$ cat src/rtl/ws2812_chain_driver.sv
// Serial driver for a chain of WS2812-style RGB LEDs: captures a frame plus brightness on start,
// emits cycle-counted high/low bit pulses, then a latch low period and a one-cycle done pulse.
module ws2812_chain_driver #(
  parameter int NUM_LEDS  = 6,
  parameter int T0H_CYC   = 10,
  parameter int T0L_CYC   = 20,
  parameter int T1H_CYC   = 20,
  parameter int T1L_CYC   = 10,
  parameter int LATCH_CYC = 1200
) (
  input  logic                    clk,
  input  logic                    rst_n,
  input  logic                    start,
  input  logic [NUM_LEDS*24-1:0]  pixels,
  input  logic [7:0]              brightness,
  input  logic                    blank,
  output logic                    dout,
  output logic                    busy,
  output logic                    done
);

  localparam int FRAME_W = NUM_LEDS * 24;
  localparam int MAX_H   = (T0H_CYC > T1H_CYC) ? T0H_CYC : T1H_CYC;
  localparam int MAX_L   = (T0L_CYC > T1L_CYC) ? T0L_CYC : T1L_CYC;
  localparam int MAX_HL  = (MAX_H > MAX_L) ? MAX_H : MAX_L;
  localparam int MAX_T   = (MAX_HL > LATCH_CYC) ? MAX_HL : LATCH_CYC;
  localparam int CW      = $clog2(MAX_T) + 1;
  localparam int BW      = $clog2(FRAME_W + 1);

  localparam logic [CW-1:0] T0H_END   = CW'(T0H_CYC - 1);
  localparam logic [CW-1:0] T0L_END   = CW'(T0L_CYC - 1);
  localparam logic [CW-1:0] T1H_END   = CW'(T1H_CYC - 1);
  localparam logic [CW-1:0] T1L_END   = CW'(T1L_CYC - 1);
  localparam logic [CW-1:0] LATCH_END = CW'(LATCH_CYC - 1);
  localparam logic [BW-1:0] LAST_BIT  = BW'(FRAME_W - 1);

  typedef enum logic [1:0] {IDLE, HIGH, LOW, LATCH} state_t;

  state_t               state_q, state_d;
  logic [CW-1:0]        pulse_cnt;
  logic [BW-1:0]        bit_cnt;
  logic [4:0]           word_bit;
  logic [23:0]          shreg;
  logic [FRAME_W-1:0]   frame_q;
  logic [7:0]           bri_q;
  logic                 pulse_end, dout_d, done_d, cur_bit;

  // Per-channel (c * (b + 1)) >> 8 as an 8x9-bit product.
  function automatic logic [23:0] scale_word(input logic [23:0] w, input logic [7:0] b);
    logic [8:0]  m;
    logic [16:0] p;
    logic [23:0] r;
    m = {1'b0, b} + 9'd1;
    r = '0;
    for (int unsigned ch = 0; ch < 3; ch++) begin
      p = {9'b0, w[ch*8 +: 8]} * {8'b0, m};
      r[ch*8 +: 8] = p[15:8];
    end
    return r;
  endfunction

  always_comb begin
    cur_bit   = shreg[23];
    pulse_end = 1'b0;
    state_d   = state_q;
    case (state_q)
      IDLE:  if (start) state_d = HIGH;
      HIGH: begin
        pulse_end = (pulse_cnt == (cur_bit ? T1H_END : T0H_END));
        if (pulse_end) state_d = LOW;
      end
      LOW: begin
        pulse_end = (pulse_cnt == (cur_bit ? T1L_END : T0L_END));
        if (pulse_end) state_d = (bit_cnt == LAST_BIT) ? LATCH : HIGH;
      end
      LATCH: begin
        pulse_end = (pulse_cnt == LATCH_END);
        if (pulse_end) state_d = IDLE;
      end
      default: state_d = IDLE;
    endcase
    dout_d = (state_d == HIGH) && !blank;
    done_d = (state_q == LATCH) && pulse_end;
  end

  assign busy = (state_q != IDLE);

  always_ff @(posedge clk) begin
    if (!rst_n) begin
      state_q   <= IDLE;
      dout      <= 1'b0;
      done      <= 1'b0;
      pulse_cnt <= '0;
      bit_cnt   <= '0;
      word_bit  <= '0;
      shreg     <= '0;
      frame_q   <= '0;
      bri_q     <= '0;
    end else begin
      state_q <= state_d;
      dout    <= dout_d;
      done    <= done_d;
      if (state_q == IDLE || pulse_end) pulse_cnt <= '0;
      else                              pulse_cnt <= pulse_cnt + CW'(1);
      // frame_q is kept pre-shifted so the next LED word always sits in the top 24 bits
      if (state_q == IDLE && start) begin
        frame_q  <= pixels << 24;
        bri_q    <= brightness;
        shreg    <= scale_word(pixels[FRAME_W-1 -: 24], brightness);
        bit_cnt  <= '0;
        word_bit <= '0;
      end else if (state_q == LOW && pulse_end && bit_cnt != LAST_BIT) begin
        bit_cnt <= bit_cnt + BW'(1);
        if (word_bit == 5'd23) begin
          word_bit <= '0;
          shreg    <= scale_word(frame_q[FRAME_W-1 -: 24], bri_q);
          frame_q  <= frame_q << 24;
        end else begin
          word_bit <= word_bit + 5'd1;
          shreg    <= {shreg[22:0], 1'b0};
        end
      end
    end
  end

endmodule

$ cat config.mk
export PLATFORM = sky130hd
export DESIGN_NAME = ws2812_chain_driver
export DESIGN_NICKNAME = d
export VERILOG_FILES = /design/src/rtl/ws2812_chain_driver.sv
export SDC_FILE = /design/constraint.sdc
export NUM_CORES = 1
export LEC_CHECK = 0
export CAP_MARGIN = 20
export CORE_MARGIN = 4
export CORE_UTILIZATION = 60
export DETAILED_ROUTE_END_ITERATION = 16
export GPL_TIMING_DRIVEN = 0
export PLACE_DENSITY = 0.88
export SYNTH_ARGS = -nofsm -noshare
export SYNTH_HDL_FRONTEND = slang
export SYNTH_SLANG_ARGS = --single-unit
$ cat constraint.sdc
create_clock -name clk -period 11.8 [get_ports clk]
set_input_delay 1.77 -clock clk [delete_from_list [all_inputs] [get_ports clk]]
set_output_delay 1.77 -clock clk [all_outputs]
set_load 0.01 [all_outputs]
==> metrics.md <==
| Metric | Value |
|---|---|
| Layout area overhead | `13.4%` |
| HPWL after DPL | `43400 um` |
| Post-synthesis sequential area ratio | `17.8%` |
| DRC | `0` |
| Final TNS setup | `0 ns` |
| Setup violators final | `0` |
| Synth async-reset ratio | `0%` |
| Maximum clock frequency | `123 MHz` |
| DR WL/cell | `18.0 um` |
| Filler cell count | `2412` |
| Slew headroom | `44.9%` |
| CTS resizes | `0` |
| Core Util, Final | `68.9%` |
| Sinks on Clock Net | `181` |
| Final min period | `8.15 ns` |
| Router iterations before antenna repair | `6` |
| Routed vias | `17527` |
| Starting density of the core | `60.7%` |
| Initial DRC Count | `1588` |
| H-tree depth | `4` |
| Routability Congestion | `0.943` |
| Pwr Density | `119 mW/mm2` |
| Dominant synthesized flop cell | `dfxtp_1` |
| GRT overflow | `0` |
| Overall power | `2.75 mW` |
| Avg Inst Size Synth | `8.58 um2` |
| Final Net Count | `3137` |
| GRT Util Overall | `29.8%` |
| Die area | `0.0369 mm2` |
| Vias in the first global route | `18591` |
| Ports | `159` |
| Largest net degree at the start of global routing | `19` |
| Die H | `192 um` |
| Register Area | `0.00362 mm2` |
| WL final | `54200 um` |
| Clock Path Buffers | `2` |
| Hold/Removal Path Class | `flop to flop` |
| CTS root buf | `clkbuf_16` |
| Maxcap violations | `0` |
| Clock Skews | `0.0193 ns` |
| Multi-input gate area | `0.0150 mm2` |
| Count of final max-slew check failures | `0` |
| Syn Nets | `2961` |
| Top cell type's share of synthesized area | `23.6%` |
| Cell type with the largest total area after synthesis | `fa_1` |
| Status | `complete, no violations` |
| CTS tree | `done` |
| ANT nets after route | `0` |
| CTS Hold Bufs | `0` |
| Num rows | `67` |
| CP required | `12.14 ns` |
| Post-synthesis cell count | `2368` |
| Distinct cells, synth | `68` |
| Clk_lat worst skew | `0.44 ns` |
| Worst vdd ir | `0.116 mV` |
| Worst Setup End Kind | `flop` |
| Max FO, Critical Path | `10` |
| Die Wd | `192 um` |
| Hold Violations, Final | `0` |
| Post-CTS Setup Inserts | `0` |
| Period utilisation layout | `69.0%` |
| Actual slew at the worst max-slew pin | `0.820 ns` |
| CTS buffer count | `17` |
| CP arrival | `8.49 ns` |
| Most common cell after layout, fill and taps aside | `nand2_1` |
| Post-synth EDFFs | `0` |
| Setup CP Type | `input pin to flop` |
| Synth Register Bits | `181` |
| Commonest cells after routing, fill and taps aside | `334 x nand2_1, 300 x inv_1, 240 x fa_1, 236 x and2_1, 197 x ha_1` |
| Yosys warns | `0` |
| First-pass GRT wire length | `89000 um` |
| Vias per std cell | `5.83` |
| Layout cells sized above 1 | `3.25%` |
| Initial antenna violation count | `1` |
| # port buffers | `157` |
| Unrepaired setup endpoints after global routing | `false` |
| Mapped cell area | `0.0203 mm2` |
| Placeable Area | `0.0334 mm2` |
| Top post-synthesis cells by area | `fa_1 24%, dfxtp_1 18%, ha_1 12%, and2_1 7.3%, nand2_1 6.2%` |
| CTS clk-pin slew, worst paths | `0.08 ns` |
| Leak | `10.6 nW` |
| Worst setup SP type | `input pin` |
## report_power, final
group	switching, mW	total, mW	internal [mW]
clock network	0.279	0.581	0.301
registers	0.0682	0.762	0.693
logic	0.819	1.41	0.587
total	1.17	2.75	1.58
## state kept, by name (all words and copies together), names as in the netlist
signal,flops
dout,1
frame_q,120
state_q,2
done,1
pulse_cnt,12
bit_cnt,8
bri_q,8
word_bit,5
shreg,24
## area by class of cell
class	instances	area share, %
Antenna cell	1	0.0109
Buffer	126	2.47
Clock buffer	17	1.85
Clock inverter	15	0.728
Inverter	301	4.90
Multi-Input combinational cell	1760	65.1
Sequential cell	181	15.7
Tap cell	448	2.43
Timing Repair Buffer	157	6.82
## layer usage
metal / global-route usage (%) / up-vias / share of wire (%) / routed length [um]
li1: - / 8013 / - / -
met1: 36.4 / 8507 / 38 / 20700
met2: 51.9 / 817 / 49 / 26800
met3: 5.43 / 188 / 8.2 / 4470
met4: 12.8 / 2 / 4.2 / 2250
met5: 0 / - / 0.037 / 20
## cells in the mapped netlist, types with 3 or more instances
cell       number
a21oi_1        48
nand2b_1       24
clkbuf_1       95
o21a_1          6
a311oi_1       98
buf_2          19
o22ai_1         7
nor2_1        147
o21ai_0        28
nor3_1         23
a211oi_1       11
o31ai_1         4
o21bai_1        4
nor2b_1        94
a31oi_1         9
ha_1          197
nand4b_1        7
buf_6           9
and3_1         15
a21o_1          9
nand2_1       334
or2_2           4
a22o_1         24
xnor2_1        53
a2111oi_0       4
fa_1          240
dfxtp_1       181
nor3b_1         4
and2_1        236
o211ai_1       10
nand4_1         6
xor2_1         38
o21ai_1         3
inv_1         300
o21ai_2         3
or3_1           8
nand3_1        26
o221ai_1        4
## critical path, stage by stage
cell and delay, ns:
clkdlybuf4s50_1 0.71, ha_1 0.26, nand3_1 0.13, xnor2_1 0.67, clkbuf_1 0.60, nand2_1 0.16, fa_1 0.51, fa_1 0.55
inv_1 0.05, fa_1 0.48, inv_1 0.06, fa_1 0.48, inv_1 0.04, ha_1 0.23, a2111oi_4 0.35, o21ai_2 0.14
a221oi_4 0.34, o2111ai_2 0.19, a21o_1 0.24, a21oi_2 0.15, xnor2_1 0.10, a221oi_2 0.26
## metrics by stage
stage	setup WS [ns]	hold slack (ns)	instance area, um2	std cells
global route	3.38	0.500	23000	3005
floorplan	5.17	0.433	20300	2368
global placement	3.40	0.447	22400	2973
CTS	3.71	0.477	23000	3005
finish	3.65	0.475	23000	3006
detailed placement	3.29	0.463	22400	2973
## path summary, 6_finish.rpt
kind / startpoint / endpoint / slack, ns / cells after the start
setup / recovery: brightness[0] / shreg[15] / 3.65 / 22
setup reg to reg: bri_q[0] / shreg[7] / 4.78 / 21
hold / removal: pulse_cnt[0] / pulse_cnt[0] / 0.47 / 1
hold reg to reg: pulse_cnt[0] / pulse_cnt[0] / 0.47 / 1
## cell families after synthesis
group / Yosys count / synth area share, %
adders and majority gates: 437 / 35.8
AOI/OAI and AO/OA: 289 / 10.9
buffers and inverters: 427 / 8.36
DFF: 181 / 17.8
xor gates and xnor gates: 91 / 3.92
muxes: 1 / 0.0554
and+or+nand+nor: 942 / 23.1
No activity file was read; power rests on OpenSTA's default activity.
